### src/rtl/div_share_ctrl.sv
// rtl/div_share_ctrl.sv - round-robin sharing of one iterative divider between two requesters
// Optional one-entry result cache enabled by defining DIV_RESULT_CACHE_EN.
module div_share_ctrl #(
  parameter int TIMEOUT = 64
) (
  input  logic        clk,
  input  logic        rst,
  input  logic        req0_valid,
  output logic        req0_ready,
  input  logic [5:0]  req0_alucode,
  input  logic [31:0] req0_op1,
  input  logic [31:0] req0_op2,
  input  logic        req1_valid,
  output logic        req1_ready,
  input  logic [5:0]  req1_alucode,
  input  logic [31:0] req1_op1,
  input  logic [31:0] req1_op2,
  output logic        rsp0_valid,
  input  logic        rsp0_ready,
  output logic        rsp1_valid,
  input  logic        rsp1_ready,
  output logic [31:0] rsp_result,
  output logic        rsp_err,
  output logic [5:0]  div_alucode,
  output logic [31:0] div_op1,
  output logic [31:0] div_op2,
  input  logic        div_valid,
  input  logic [31:0] div_result,
  output logic        busy
);
  localparam logic [5:0] ALU_DIV  = 6'h18;
  localparam logic [5:0] ALU_DIVU = 6'h19;
  localparam logic [5:0] ALU_REM  = 6'h1A;
  localparam logic [5:0] ALU_REMU = 6'h1B;

  localparam logic [1:0] ST_IDLE = 2'd0;
  localparam logic [1:0] ST_RUN  = 2'd1;
  localparam logic [1:0] ST_RESP = 2'd2;

  localparam int CW = $clog2(TIMEOUT + 1);
  localparam logic [CW-1:0] CNT_LAST = CW'(TIMEOUT - 1);

  logic [1:0]    state;
  logic          owner;
  logic          last;
  logic          grant;
  logic          accept;
  logic          hit;
  logic          rsp_done;
  logic [CW-1:0] cnt;
  logic [5:0]    code;
  logic [31:0]   op1;
  logic [31:0]   op2;
  logic [5:0]    sel_code;
  logic [31:0]   sel_op1;
  logic [31:0]   sel_op2;
  logic [31:0]   hit_result;

  function automatic logic is_div(input logic [5:0] c);
    return (c == ALU_DIV) || (c == ALU_DIVU) || (c == ALU_REM) || (c == ALU_REMU);
  endfunction

  // Round robin: on contention the port not granted last wins.
  always_comb begin
    grant = 1'b0;
    if (req0_valid && req1_valid)
      grant = ~last;
    else if (req1_valid)
      grant = 1'b1;
  end

  assign sel_code = grant ? req1_alucode : req0_alucode;
  assign sel_op1  = grant ? req1_op1 : req0_op1;
  assign sel_op2  = grant ? req1_op2 : req0_op2;

  assign accept     = (state == ST_IDLE) && (grant ? req1_valid : req0_valid);
  assign req0_ready = rst && (state == ST_IDLE) && req0_valid && !grant;
  assign req1_ready = rst && (state == ST_IDLE) && req1_valid && grant;

  assign rsp0_valid = (state == ST_RESP) && !owner;
  assign rsp1_valid = (state == ST_RESP) && owner;
  assign rsp_done   = (state == ST_RESP) && (owner ? rsp1_ready : rsp0_ready);
  assign busy       = (state != ST_IDLE);

  // The divider restarts on any div code it sees, so the code is only exposed in RUN.
  assign div_alucode = (state == ST_RUN) ? code : 6'd0;
  assign div_op1     = op1;
  assign div_op2     = op2;

`ifdef DIV_RESULT_CACHE_EN
  logic        cache_valid;
  logic [5:0]  cache_code;
  logic [31:0] cache_op1;
  logic [31:0] cache_op2;
  logic [31:0] cache_result;

  assign hit = cache_valid && is_div(sel_code) && (cache_code == sel_code) &&
               (cache_op1 == sel_op1) && (cache_op2 == sel_op2);
  assign hit_result = cache_result;

  always_ff @(posedge clk or negedge rst) begin
    if (!rst) begin
      cache_valid  <= 1'b0;
      cache_code   <= 6'd0;
      cache_op1    <= 32'd0;
      cache_op2    <= 32'd0;
      cache_result <= 32'd0;
    end else if (state == ST_RUN) begin
      if (div_valid) begin
        cache_valid  <= 1'b1;
        cache_code   <= code;
        cache_op1    <= op1;
        cache_op2    <= op2;
        cache_result <= div_result;
      end else if (cnt == CNT_LAST) begin
        cache_valid <= 1'b0;
      end
    end
  end
`else
  assign hit        = 1'b0;
  assign hit_result = 32'd0;
`endif

  always_ff @(posedge clk or negedge rst) begin
    if (!rst) begin
      state      <= ST_IDLE;
      owner      <= 1'b0;
      last       <= 1'b1;
      cnt        <= '0;
      code       <= 6'd0;
      op1        <= 32'd0;
      op2        <= 32'd0;
      rsp_result <= 32'd0;
      rsp_err    <= 1'b0;
    end else begin
      case (state)
        ST_IDLE: begin
          if (accept) begin
            owner <= grant;
            last  <= grant;
            code  <= sel_code;
            op1   <= sel_op1;
            op2   <= sel_op2;
            cnt   <= '0;
            if (hit) begin
              rsp_result <= hit_result;
              rsp_err    <= 1'b0;
              state      <= ST_RESP;
            end else if (is_div(sel_code)) begin
              state <= ST_RUN;
            end else begin
              rsp_result <= 32'd0;
              rsp_err    <= 1'b0;
              state      <= ST_RESP;
            end
          end
        end
        ST_RUN: begin
          cnt <= cnt + 1'b1;
          if (div_valid) begin
            rsp_result <= div_result;
            rsp_err    <= 1'b0;
            state      <= ST_RESP;
          end else if (cnt == CNT_LAST) begin
            rsp_result <= 32'hFFFF_FFFF;
            rsp_err    <= 1'b1;
            state      <= ST_RESP;
          end
        end
        ST_RESP: begin
          if (rsp_done)
            state <= ST_IDLE;
        end
        default: state <= ST_IDLE;
      endcase
    end
  end
endmodule

### config.mk
export PLATFORM = sky130hd
export DESIGN_NAME = div_share_ctrl
export DESIGN_NICKNAME = d
export VERILOG_FILES = /design/src/rtl/div_share_ctrl.sv
export SDC_FILE = /design/constraint.sdc
export NUM_CORES = 1
export LEC_CHECK = 0
export CAP_MARGIN = 30
export CORE_MARGIN = 2
export CORE_UTILIZATION = 40
export CTS_CLUSTER_SIZE = 10
export DETAILED_ROUTE_END_ITERATION = 16
export PLACE_DENSITY = 0.82
export SYNTH_ARGS = -nofsm -noshare
export SYNTH_HDL_FRONTEND = slang
export SYNTH_SLANG_ARGS = --single-unit
### constraint.sdc
create_clock -name clk -period 2.2 [get_ports clk]
set_input_delay 0.44 -clock clk [delete_from_list [all_inputs] [get_ports clk]]
set_output_delay 0.44 -clock clk [all_outputs]
set_load 0.02 [all_outputs]
* After elaboration in Yosys (flattened, before gate mapping)
Index checks and enable logic that the tools add are counted.
** Storage, ports and cells
- Logic and storage cells :: 70
- Output and inout bits :: 108
- Register bits :: 114
- Input bits :: 179
** Cells by class
- Reduce and logical (&&, ||, !) cells :: 22
- Add/subtract/negate cells :: 1
- Bitwise gates (word level) :: 1
- Equal/unequal tests :: 11
- Multiplexer cells :: 26
** Operator list (count)
- 2-to-1 mux 32 bit :: 6
- case mux 32 bit (2 select lines) :: 1
- equality test 6 x 5 -> 1 bit, second input constant :: 4
- case mux 7 bit (2 select lines) :: 1
- 2-to-1 mux 6 bit :: 2
- logical AND 1 bit :: 10
- 2-to-1 mux 2 bit :: 5
- 2-to-1 mux 1 bit :: 8
- adder 7 x 1 -> 7 bit, second input constant :: 1
- equality test 7 x 6 -> 1 bit, second input constant :: 1
- 2-to-1 mux 7 bit :: 1
- inequality test 2 bit, second input constant :: 3
- case mux 2 bit (3 select lines) :: 1
- AND reduction 2 bit :: 2
- AND reduction 4 bit :: 1
- nonzero test 2 bit :: 2
- logical OR 1 bit :: 3
- inequality test 3 x 2 -> 1 bit, second input constant :: 1
- AND reduction 3 bit :: 1
- equality test 2 x 1 -> 1 bit, second input constant :: 1
- equality test 2 bit, second input constant :: 1
- logical NOT 1 bit :: 2
- logical NOT 2 bit :: 1
- case mux 1 bit (2 select lines) :: 1
- inverter 1 bit :: 1

* Logic depth before layout (Yosys ltp)
- Depth after elaboration :: 10
- Gate-level depth with buffers :: 7
- Mapped depth without buffers :: 5

* Least setup slack after synthesis
No wires, ideal clock.
- Path kind :: input-to-output
- Start :: in req1_valid
- End :: out req1_ready
- Slack :: 0.309 ns
- Data arrival time :: 1.451 ns
- Required time :: 1.760 ns
- Path buffers :: 2
- Cell stages on the path :: 4
- Path through :: a21boi_1 -> buf_2 -> buf_2 -> and3_1
** Between the ends
- Longest elaborated chain between the ends :: 3
- Elaborated cells between the ends (all ways) :: 5
- Classes of those cells :: mux: 2; reduce/logical: 3
** RTL lines
- from (decl) :: RTL line 13 : input logic req1_valid,
- 2-to-1 mux 1 bit or logical AND 1 bit (tied branches) :: RTL line 68, 66
- 2-to-1 mux 1 bit :: RTL line 66 : if (req0_valid && req1_valid)
- logical AND 1 bit * :: RTL line 78 : assign req1_ready = rst && (state == ST_IDLE) && req1_valid && grant;
- to (decl) :: RTL line 14 : output logic req1_ready,
Every way passes the cells marked *; elsewhere a longest branch is shown, timed or not.

* Worst setup path after layout
- Start :: in req0_valid
- End :: out req0_ready
** Between the ends
- Longest elaborated chain between the ends :: 4
- Elaborated cells between the ends (all ways) :: 5
- Classes of those cells :: mux: 1; reduce/logical: 4
** RTL lines
- from (decl) :: RTL line 8 : input logic req0_valid,
- logical AND 1 bit :: RTL line 66
- 2-to-1 mux 1 bit :: RTL line 66
- logical NOT 1 bit :: RTL line 77 : assign req0_ready = rst && (state == ST_IDLE) && req0_valid && !grant;
- logical AND 1 bit * :: RTL line 77
- to (decl) :: RTL line 9 : output logic req0_ready,
Marks and branches as above.

==> Implementation_results.wiki <==
{| class="wikitable"
! Metric !! Value
|-
| Dominant combinational cell family by area after synthesis || simple AND/OR/NAND/NOR gates
|-
| Via count of the first global-routing pass || 5496
|-
| Routability congestion estimate from global placement || 0.9176
|-
| Synthesized-area fraction occupied by xor and xnor cells || 0%
|-
| First-pass GRT wire length || 27.32 mm
|-
| Final setup viols || 0
|-
| Count of hold buffers inserted by post-cts repair || 0
|-
| Final hold violation count || 0
|-
| Warnings from Yosys || 0
|-
| Post-CTS Setup Inserts || 0
|-
| Relative area change from synthesis to final layout || 65.69%
|-
| Die Footprint || 0.01502 mm²
|-
| Critical path data required time || 1760 ps
|-
| Pleak || 4.395 nW
|-
| Design Power || 0.01010 W
|-
| Part of the cycle the worst path needs || 96.71%
|-
| Net Count, Synth || 749
|-
| Highest ir drop seen on vdd || 0.7361 mV
|-
| Clock buffer count from CTS || 17
|-
| Final Worst Setup Slack || 72.34 ps
|-
| Die height || 122.6 µm
|-
| Final instance count without filler cells || 1047
|-
| Count of unique library cells instantiated by Yosys || 33
|-
| Simple-gate share of the synthesized area || 18.76%
|-
| Min-Delay Path Class || in -> async
|-
| Sum of overflow across all layers after global routing || 0
|-
| Number of synthesized register bits || 114
|-
| Antenna violations before repair || 0
|-
| Final antenna-violating net count || 0
|-
| Slowest cell on the critical path || clkdlybuf4s50_1
|-
| Synth top area cells || dfrtp_1, mux2i_1, o21ai_0
|-
| Remaining max-slew budget at the tightest pin || 44.01%
|-
| Result of the run || finished clean
|-
| Post-detailed-route via-to-cell ratio || 5.109
|-
| Pins Over Slew Limit || 0
|-
| Number of vias in the routed layout || 5349
|-
| Buffer levels on the longest clock path || 2
|-
| Clock latency at the later pin of the worst-skew pair || 420 ps
|-
| Htree depth || 4
|-
| Register area share after synthesis || 50.76%
|-
| TritonCTS clock tree || yes
|-
| Worst Hold Slack || 175.9 ps
|-
| Highest clock frequency the design can meet || 0.4700 GHz
|-
| Total Nets Final || 1034
|-
| Maximum number of pins on one net before global-route repair || 67
|-
| Commonest cells after routing, fill and taps aside || clkdlybuf4s50_1, dfrtp_1, nand2_1
|-
| Detailed Routing Iterations Pass 1 || 4
|-
| Skew final || 15.90 ps
|-
| Mapped Cells || 569
|-
| Worst path top cell family by delay || buffers and inverters
|-
| Peak per-stage delay on the critical path || 580 ps
|-
| Avg Synthesized Cell Area || 9.882 µm²
|-
| Post-placement setup slack || -171.6 ps
|-
| Unrepaired setup endpoints after global routing || false
|-
| Critical path class || in -> out
|-
| Placeable core region || 0.01383 mm²
|-
| Final instance area || 0.009316 mm²
|-
| Clock Pin Slew Worst Setup and Hold Paths || 50 ps
|-
| Root buffer cell || clkbuf_16
|-
| Residual DRC count || 0
|-
| Commonest non-fill, non-tap cell in the layout || clkdlybuf4s50_1
|-
| Port Buf Inserts || 286
|-
| Worst slew pin tran || 839.9 ps
|-
| Cell area after placement || 0.008787 mm²
|-
| GRT Util Overall || 23.81%
|-
| Overall routed net length || 17.27 mm
|-
| Initial DRC Count || 258
|-
| Share of layout cells above drive strength 1 || 7.843%
|-
| Fraction of the mapped netlist area in compound gates || 13.53%
|-
| Syn Std Cell Area || 0.005623 mm²
|-
| Top-area cell type share of the netlist area || 50.29%
|-
| Number of ports placed on the die boundary || 287
|-
| Core Rows || 43
|-
| Count of max-cap constraint violations || 0
|-
| Initial Utilization || 40.67%
|-
| Estimated wirelength of the detail-placed design || 12.66 mm
|-
| Leading area contributor after synthesis || dfrtp_1
|-
| Logic depth of the worst register-to-register path || 6
|-
| Post-detailed-route wirelength per cell || 16.50 µm
|-
| Mux share of post-synthesis cell area || 12.46%
|-
| Arithmetic-cell share of the synthesized area counting full adders, half adders and majority gates || 0.2225%
|-
| Die outline width || 122.6 µm
|-
| Clk sinks || 114
|-
| Filler instances || 1052
|-
| Worst path arrival time || 1690 ps
|-
| Placed cell count || 1015
|-
| Worst-path fanout max || 4
|-
| Diodes inserted || 0
|-
| Critical Path, Cell by Cell || clkdlybuf4s50_1, a21boi_4, nor2_1, dlygate4sd2_1
|-
| Areal power density over the cells || 1084 mW/mm²
|-
| CP endpoint kind || output pin
|-
| Number of buffers and inverters on the critical path || 2
|-
| Number of cells on the critical path || 4
|-
| Post-layout minimum cycle time || 2128 ps
|-
| Category of the worst setup path launch point || input port
|}
[area by class of cell]
class                           instances  area [µm²]  share of cell area (%)
Clock buffer                           22       474.2                   5.090
Timing Repair Buffer                  312        3113                   33.41
Tap cell                              180       225.2                   2.417
Clock inverter                         10       60.06                  0.6446
Sequential cell                       114        2856                   30.66
Multi-Input combinational cell        405        2572                   27.61
Inverter                                4       15.01                  0.1612
[Yosys cell counts (all sizes together)]
master,number
dfrtp,113
o21ai,83
nand2,80
mux2i,70
and3,35
a211o,34
nor2b,33
nor3,33
clkbuf,28
buf,18
nor2,8
and2,7
inv,4
a21oi,3
nand3,3
nand2b,2
nand4,2
nor4,2
or2,2
a21bo,1
a21boi,1
a31oi,1
and3b,1
dfstp,1
ha,1
nand3b,1
o221ai,1
or3,1
[per-stage QoR]
stage               util, %  TNS, ps
CTS                   67.41        0
global route          67.38        0
global placement      63.55    -3202
floorplan                 -        0
finish                67.38        0
detailed placement    63.55    -4898
[registers in the layout, summed over array words and instances, names as in the netlist]
register and count:
div_op1 32, div_op2 32, rsp_result 32, cnt 7, code 6, state 2
last 1, owner 1, rsp_err 1
[cell families after synthesis]
| family | after synthesis |
|---|---|
| adder cells (fa/ha/maj) | 1 |
| AND/OR/NAND/NOR | 210 |
| flip-flops | 114 |
| buffers and inverters | 50 |
| multiplexers | 70 |
| AO/OA/AOI/OAI | 124 |
[layer usage]
layer | wire length (µm) | part of all wire [%] | vias to the layer above | GRT usage, %
met1 | 6453 | 37 | 2541 | 25.82
met2 | 8877 | 51 | 204 | 41.22
met3 | 1433 | 8.3 | 35 | 9.294
met4 | 507 | 2.9 | 0 | 10.34
met5 | 0 | 0 | - | 0
li1 | - | - | 2569 | -
[where the power goes]
part	switching [W]	internal, W
Combinational	0.00230	0.00209
Sequential	0.000431	0.00282
Clock	0.000951	0.00151
Total	0.00368	0.00642
[timing repair]
item                                   CTS  global route
setup endpoints to repair               11             1
pin swaps                                0             0
resized for setup                       17             1
endpoints found under the hold margin    0             0
[worst paths after layout]
path	endpoint	slack [ps]	from
setup / recovery	req0_ready	70	req0_valid
hold / removal	div_op1[29]	180	rst
setup reg to reg	rsp_result[28]	330	cnt[0]
hold reg to reg	code[5]	470	code[5]
max in group asynchronous	state[1]	1350	rst
min in group clk	code[5]	470	code[5]
Power figures use the tool's default switching activity.
==> edit 1 (same flow settings) <==
Build with the macro `DIV_RESULT_CACHE_EN` defined.
--- a/src/rtl/div_share_ctrl.sv
+++ b/src/rtl/div_share_ctrl.sv
@@ -2,2 +2,4 @@
 // Optional one-entry result cache enabled by defining DIV_RESULT_CACHE_EN.
+`define DIV_RESULT_CACHE_EN
+
 module div_share_ctrl #(
Check against the original RTL: same outputs for any inputs over 4 cycles, from zero or initial values and one cycle with rst low; that may be too few to reach the edited logic, so the function may still have changed.
==> edit 1 against the original RTL <==
Clock skew is 0.0027 ns lower; worst setup slack worse by 1.4 ns; sequential power is 100% higher; cell area is 78% higher; largest cell class is now registers; critical path type is now input port to flop; die area is 90% higher; sequential cell count is 103 higher; power is 85% higher; synthesized cell count is 84% higher; register-to-register slack worse by 1.6 ns; synthesized area is 94% higher; the flow now finishes with violations (negative setup slack); non-clock buffer count is 142 higher; routed wire length is 130% higher.
==> edit 1: results (changes against the original RTL) <==
[logic_synthesis]
synth.area.top_cells = dfrtp_1 (50%), mux2_2 (14%), nand2_1 (4.9%)
yosysSeqAreaShare_pct = 49.9  ; -0.87 points
ys_types = 57  ; +73%
synth_ff_type = dfrtp_1
synthTopCellsByCount = dfrtp_1 (216), nand2_1 (143), mux2_2 (132), o21ai_0 (90), nor2_1 (59)
synth_nets = 1229  ; +64%

[grt]
antenna_found_initial = 1  ; +1
track_usage_pct = 27.6  ; +3.7 points
use_met2_pct = 46.3  ; +5.1 points
grt_first_pass_wirelength_um = 61100  ; +120%
gr-usage-met1_pct = 35.7  ; +9.9 points
use_met3_pct = 4.16  ; -5.1 points
grt_max_degree = 141  ; +110%
grt_pass1_vias = 10700  ; +95%

[clock_tree]
cts_made_buffers = 26  ; +9
clk-insertion-delay-late_ns = 0.53  ; +0.11 ns
ctsHtreeMaxLevel = 1  ; -3
clockBufferDepth = 3  ; +1
clkSlewWorstSetupHoldPaths_ns = 0.06

[route]
viasPerCell = 5.68  ; +11%
routed_wl_um = 40100  ; +130%
dr.pass1.iters = 5  ; +1
drt_iter0_drc = 1085  ; +320%

[finish]
fillers = 2049  ; +95%
drive_gt1_share_pct = 26.9  ; +19 points
final_nets = 1648  ; +59%

[sta]
finalHoldViolCount = 0  ; unchanged
tns_ns = -42.69  ; -42.69 ns
setup_viol = 37  ; +37
fin_skew_ns = 0.0132  ; -0.00269 ns
slew_headroom_pct = 38.6  ; -5.4 points
setup_ws_ns = -1.30  ; -1.37 ns

[setup_path]
crit_end = rsp_err$_DFFE_PN0P_
crit_family = buffers and inverters
crit_arrival_ns = 3.90  ; +2.21 ns
r2r_end = rsp_err$_DFFE_PN0P_
crit_path_max_fanout = 15  ; +11
rr_startpoint = last$_DFFE_PN1P_
slowest_delay_ns = 0.48  ; -0.10 ns
r2r_cells = 15  ; +9

[placed_design]
gp_congestion = 0.941  ; +2.6%
hpwl_um = 29200  ; +130%
post-place-ws_ns = -2.05  ; -1.88 ns

[run_status]
run_status = finished with violations
violations = negative setup slack

[power]
irDropWorstVdd_mv = 0.943  ; +28%
p_leak_nw = 7.36  ; +67%

[min_path]
hold_path.class = input port to async pin

edit 1: what timing repair did:
action                                  CTS  global route
pin swaps                                15             9
endpoints found under the hold margin     4             0
hold buffers                              1             0
gates resized for setup                  66            48
endpoints found under the setup margin   87           104
gates cloned                              2             0
setup buffers                             6             1
edit 1: area by class of cell:
| class | instances | area [sq um] | share of cell area, % |
|---|---|---|---|
| flip-flops and latches | 217 | 5430 | 32.8 |
| multi-input cells | 728 | 5380 | 32.6 |
| repair buffers | 454 | 4410 | 26.7 |
| clock buffers | 37 | 723 | 4.37 |
| well taps | 341 | 427 | 2.58 |
| inverters | 41 | 154 | 0.931 |
| clock inverters | 1 | 8.76 | 0.0530 |
| diodes | 1 | 2.50 | 0.0151 |
edit 1: worst min path at each step:
stage,depth (start not counted),slack [ns],startpoint,to
after CTS,2,0.29,rst,rsp_result[4]$_DFFE_PN0P_
after detailed placement,1,0.24,rst,rsp_result[3]$_DFFE_PN0P_
after global placement,1,0.24,rst,rsp_result[3]$_DFFE_PN0P_
final,2,0.30,rst,rsp_result[4]$_DFFE_PN0P_
after global routing,2,0.30,rst,rsp_result[4]$_DFFE_PN0P_
after floorplan,0,0.14,rst,cache_code[0]$_DFFE_PN0P_
edit 1: cells by family (layout without fill, tap and decap cells):
logic type      after synthesis  in the layout  share of synthesized area, %
simple gates                283            283                          11.6
compound gates              239            239                          14.1
flops                       217            217                          49.9
mux                         176            176                          17.8
buf+inv                     104            533                          4.16
xor+xnor                     29             29                          2.33
fa+ha+maj                     1              1                         0.115
other cells                   0              1                             0
edit 1: worst register-to-register path: cells and delay by family (launching register included):
kind | cells | cell delay [ns]
buf+inv | 7 | 1.07
compound gates | 3 | 0.42
flops | 1 | 0.58
simple gates | 4 | 0.99
mux | 1 | 0.33
edit 1: stage by stage:
stage	hold slack [ns]	util [%]	cell area, sq um	cells
after floorplan	0.144	-	11000	1049
after global placement	0.242	57.2	15400	1775
after detailed placement	0.242	57.2	15400	1775
after CTS	0.290	61.1	16400	1821
after global routing	0.296	61.5	16500	1819
final	0.302	61.5	16500	1820
edit 1: metal layers:
layer / vias up / part of all wire, % / routed length, um
met2: 611 / 48 / 19300
met5: - / 0 / 0
met1: 5029 / 39 / 15800
met3: 122 / 7.9 / 3160
met4: 0 / 4.5 / 1810
li1: 4574 / - / -
edit 1: power by group:
group	total, mW	internal (mW)	switching (mW)
Combinational	8.26	4.16	4.11
Sequential	6.53	5.35	1.19
Clock	3.87	2.24	1.62
Total	18.7	11.7	6.92
==> edit 2 (config.mk and constraints unchanged) <==
Made on the original files. Register the output `rsp_err` once more, cleared by the reset; this adds one clock of latency there. The other outputs are not delayed to match.
--- a/src/rtl/div_share_ctrl.sv
+++ b/src/rtl/div_share_ctrl.sv
@@ -41,2 +41,4 @@
   localparam logic [CW-1:0] CNT_LAST = CW'(TIMEOUT - 1);
+
+  logic rsp_err_s0;
 
@@ -134,3 +136,3 @@
       rsp_result <= 32'd0;
-      rsp_err    <= 1'b0;
+      rsp_err_s0 <= 1'b0;
     end else begin
@@ -147,3 +149,3 @@
               rsp_result <= hit_result;
-              rsp_err    <= 1'b0;
+              rsp_err_s0 <= 1'b0;
               state      <= ST_RESP;
@@ -153,3 +155,3 @@
               rsp_result <= 32'd0;
-              rsp_err    <= 1'b0;
+              rsp_err_s0 <= 1'b0;
               state      <= ST_RESP;
@@ -162,3 +164,3 @@
             rsp_result <= div_result;
-            rsp_err    <= 1'b0;
+            rsp_err_s0 <= 1'b0;
             state      <= ST_RESP;
@@ -166,3 +168,3 @@
             rsp_result <= 32'hFFFF_FFFF;
-            rsp_err    <= 1'b1;
+            rsp_err_s0 <= 1'b1;
             state      <= ST_RESP;
@@ -178,2 +180,10 @@
   end
+  always_ff @(posedge clk or negedge rst) begin
+    if (!rst) begin
+      rsp_err <= '0;
+    end else begin
+      rsp_err <= rsp_err_s0;
+    end
+  end
+
 endmodule
Check against the original RTL: same outputs for any inputs over 4 cycles, from zero or initial values and one cycle with rst low; that may be too few to reach the edited logic, so the function may still have changed.
==> edit 2 against the original RTL <==
Fmax is 1.4% higher; synthesized area is 1.7% lower; power is 1.4% higher; die area is 1.7% lower; count of clock-buffer cells in the layout stayed put; register-to-register slack hardly changed; worst setup slack better by 0.029 ns; non-clock buffer count is 2 higher; final cell count is 6.9% lower; cell area is 1.0% lower; highest routed layer unchanged; critical path depth is 1 higher; sequential cell count is 1 higher; routed wire length is 9.4% lower.
==> edit 2: results (changes against the original RTL) <==
[grt]
track_usage_pct = 21.7  ; -2.1 points
gr-usage-met1_pct = 25.0  ; -0.77 points
use_met2_pct = 37.5  ; -3.7 points
grt_max_degree = 69  ; +3.0%
use_met3_pct = 7.07  ; -2.2 points
grt_pass1_vias = 4959  ; -9.8%
grt_first_pass_wirelength_um = 24600  ; -9.9%

[logic_synthesis]
synthTopCellsByCount = dfrtp_1 (114), o21ai_1 (75), mux2i_1 (73), nand2_1 (72), nor2b_1 (32)
synth.area.top_cells = dfrtp_1 (52%), mux2i_1 (13%), o2bb2ai_2 (7.9%)
synth.avg_cell_area_sq_um = 11.3  ; +14%
synth_nets = 669  ; -11%
ys_types = 41  ; +24%
yosysSeqAreaShare_pct = 52.1  ; +1.3 points
synth.top_cell.area_share_pct = 51.6  ; +1.3 points

[power]
intPower_mw = 6.55  ; +2.0%
irDropWorstVdd_mv = 0.807  ; +9.6%
p_leak_nw = 3.97  ; -9.6%

[route]
dr_wl_met2_um = 7950  ; -10%
wl_met3_um = 1260  ; -12%
viasPerCell = 4.94  ; -3.3%
highest_layer = met4
drt_iter0_drc = 214  ; -17%
routed_wl_um = 15600  ; -9.4%
dr.pass1.iters = 5  ; +1
wl_per_cell_um = 16.0  ; -2.7%
wl_met1_um = 6170  ; -4.4%

[finish]
final_nets = 966  ; -6.6%
drive_gt1_share_pct = 12.1  ; +4.3 points

[placed_design]
dp_cells = 942  ; -7.2%
hpwl_um = 12000  ; -5.2%
post-place-ws_ns = -0.188  ; -0.0164 ns
dpl_cell_area_sq_um = 8680  ; -1.3%
gp_congestion = 0.775  ; -16%

[min_path]
hold_path.class = input port to async pin

[run_status]
run_status = finished clean

[setup_path]
critPathSlowestCell = clkdlybuf4s50_1
slowest_delay_ns = 0.48  ; -0.10 ns
crit_arrival_ns = 1.66  ; -0.03 ns
startpoint = req1_valid

[sta]
fin_skew_ns = 0.00792  ; -0.00798 ns
worst_pin_slew_ns = 0.713  ; -0.127 ns

[clock_tree]
clk-insertion-delay-late_ns = 0.41
ctsRootBufferMaster = clkbuf_16

edit 2: power groups by stage:
stage / sequential [mW] / combinational [mW] / clock, mW
after floorplan: 3.98 / 1.63 / 0
after global placement: 3.24 / 4.48 / 0
after detailed placement: 3.28 / 4.58 / 0
after CTS: 3.27 / 4.58 / 2.52
after global routing: 3.35 / 4.85 / 2.62
final: 3.26 / 4.53 / 2.45
edit 2: final cells by class:
cell class              count  area, sq um
flip-flops and latches    115         2880
multi-input cells         334         2440
clock inverters            10         57.6
fillers                   978         4130
repair buffers            314         3120
well taps                 176          220
clock buffers              22          484
inverters                   4         15.0
edit 2: repair_timing:
item                       4_1_cts  5_1_grt
hold buffers                     1        0
hold endpoints to repair         4        0
pin swaps                        0        0
gates resized for setup         13        1
setup endpoints to repair       11        1
edit 2: worst max-delay path: cells and delay by family:
kind            cells  cell delay, ns
compound gates      1            0.20
buf+inv             3            0.96
simple gates        1            0.05
edit 2: path summary, 6_finish.rpt:
kind	slack [ns]	to	depth (start not counted)
min	0.40	rsp_result[13]$_DFFE_PN0P_	2
min in group clk	0.42	rsp_err$_DFF_PN0_	0
min reg2reg	0.42	rsp_err$_DFF_PN0_	0
max reg2reg	0.33	rsp_result[20]$_DFFE_PN0P_	5
max in group asynchronous	0.89	div_op1[1]$_DFFE_PN0P_	3
max	0.10	req0_ready	5
edit 2: cell families after synthesis:
kind of cell / Yosys count / share of synthesized area (%)
AOI/OAI and AO/OA: 122 / 17.7
muxes: 73 / 13.2
adders and majority gates: 1 / 0.226
DFF: 115 / 52.1
buffers and inverters: 40 / 4.23
xor gates and xnor gates: 1 / 0.159
and+or+nand+nor: 137 / 12.3
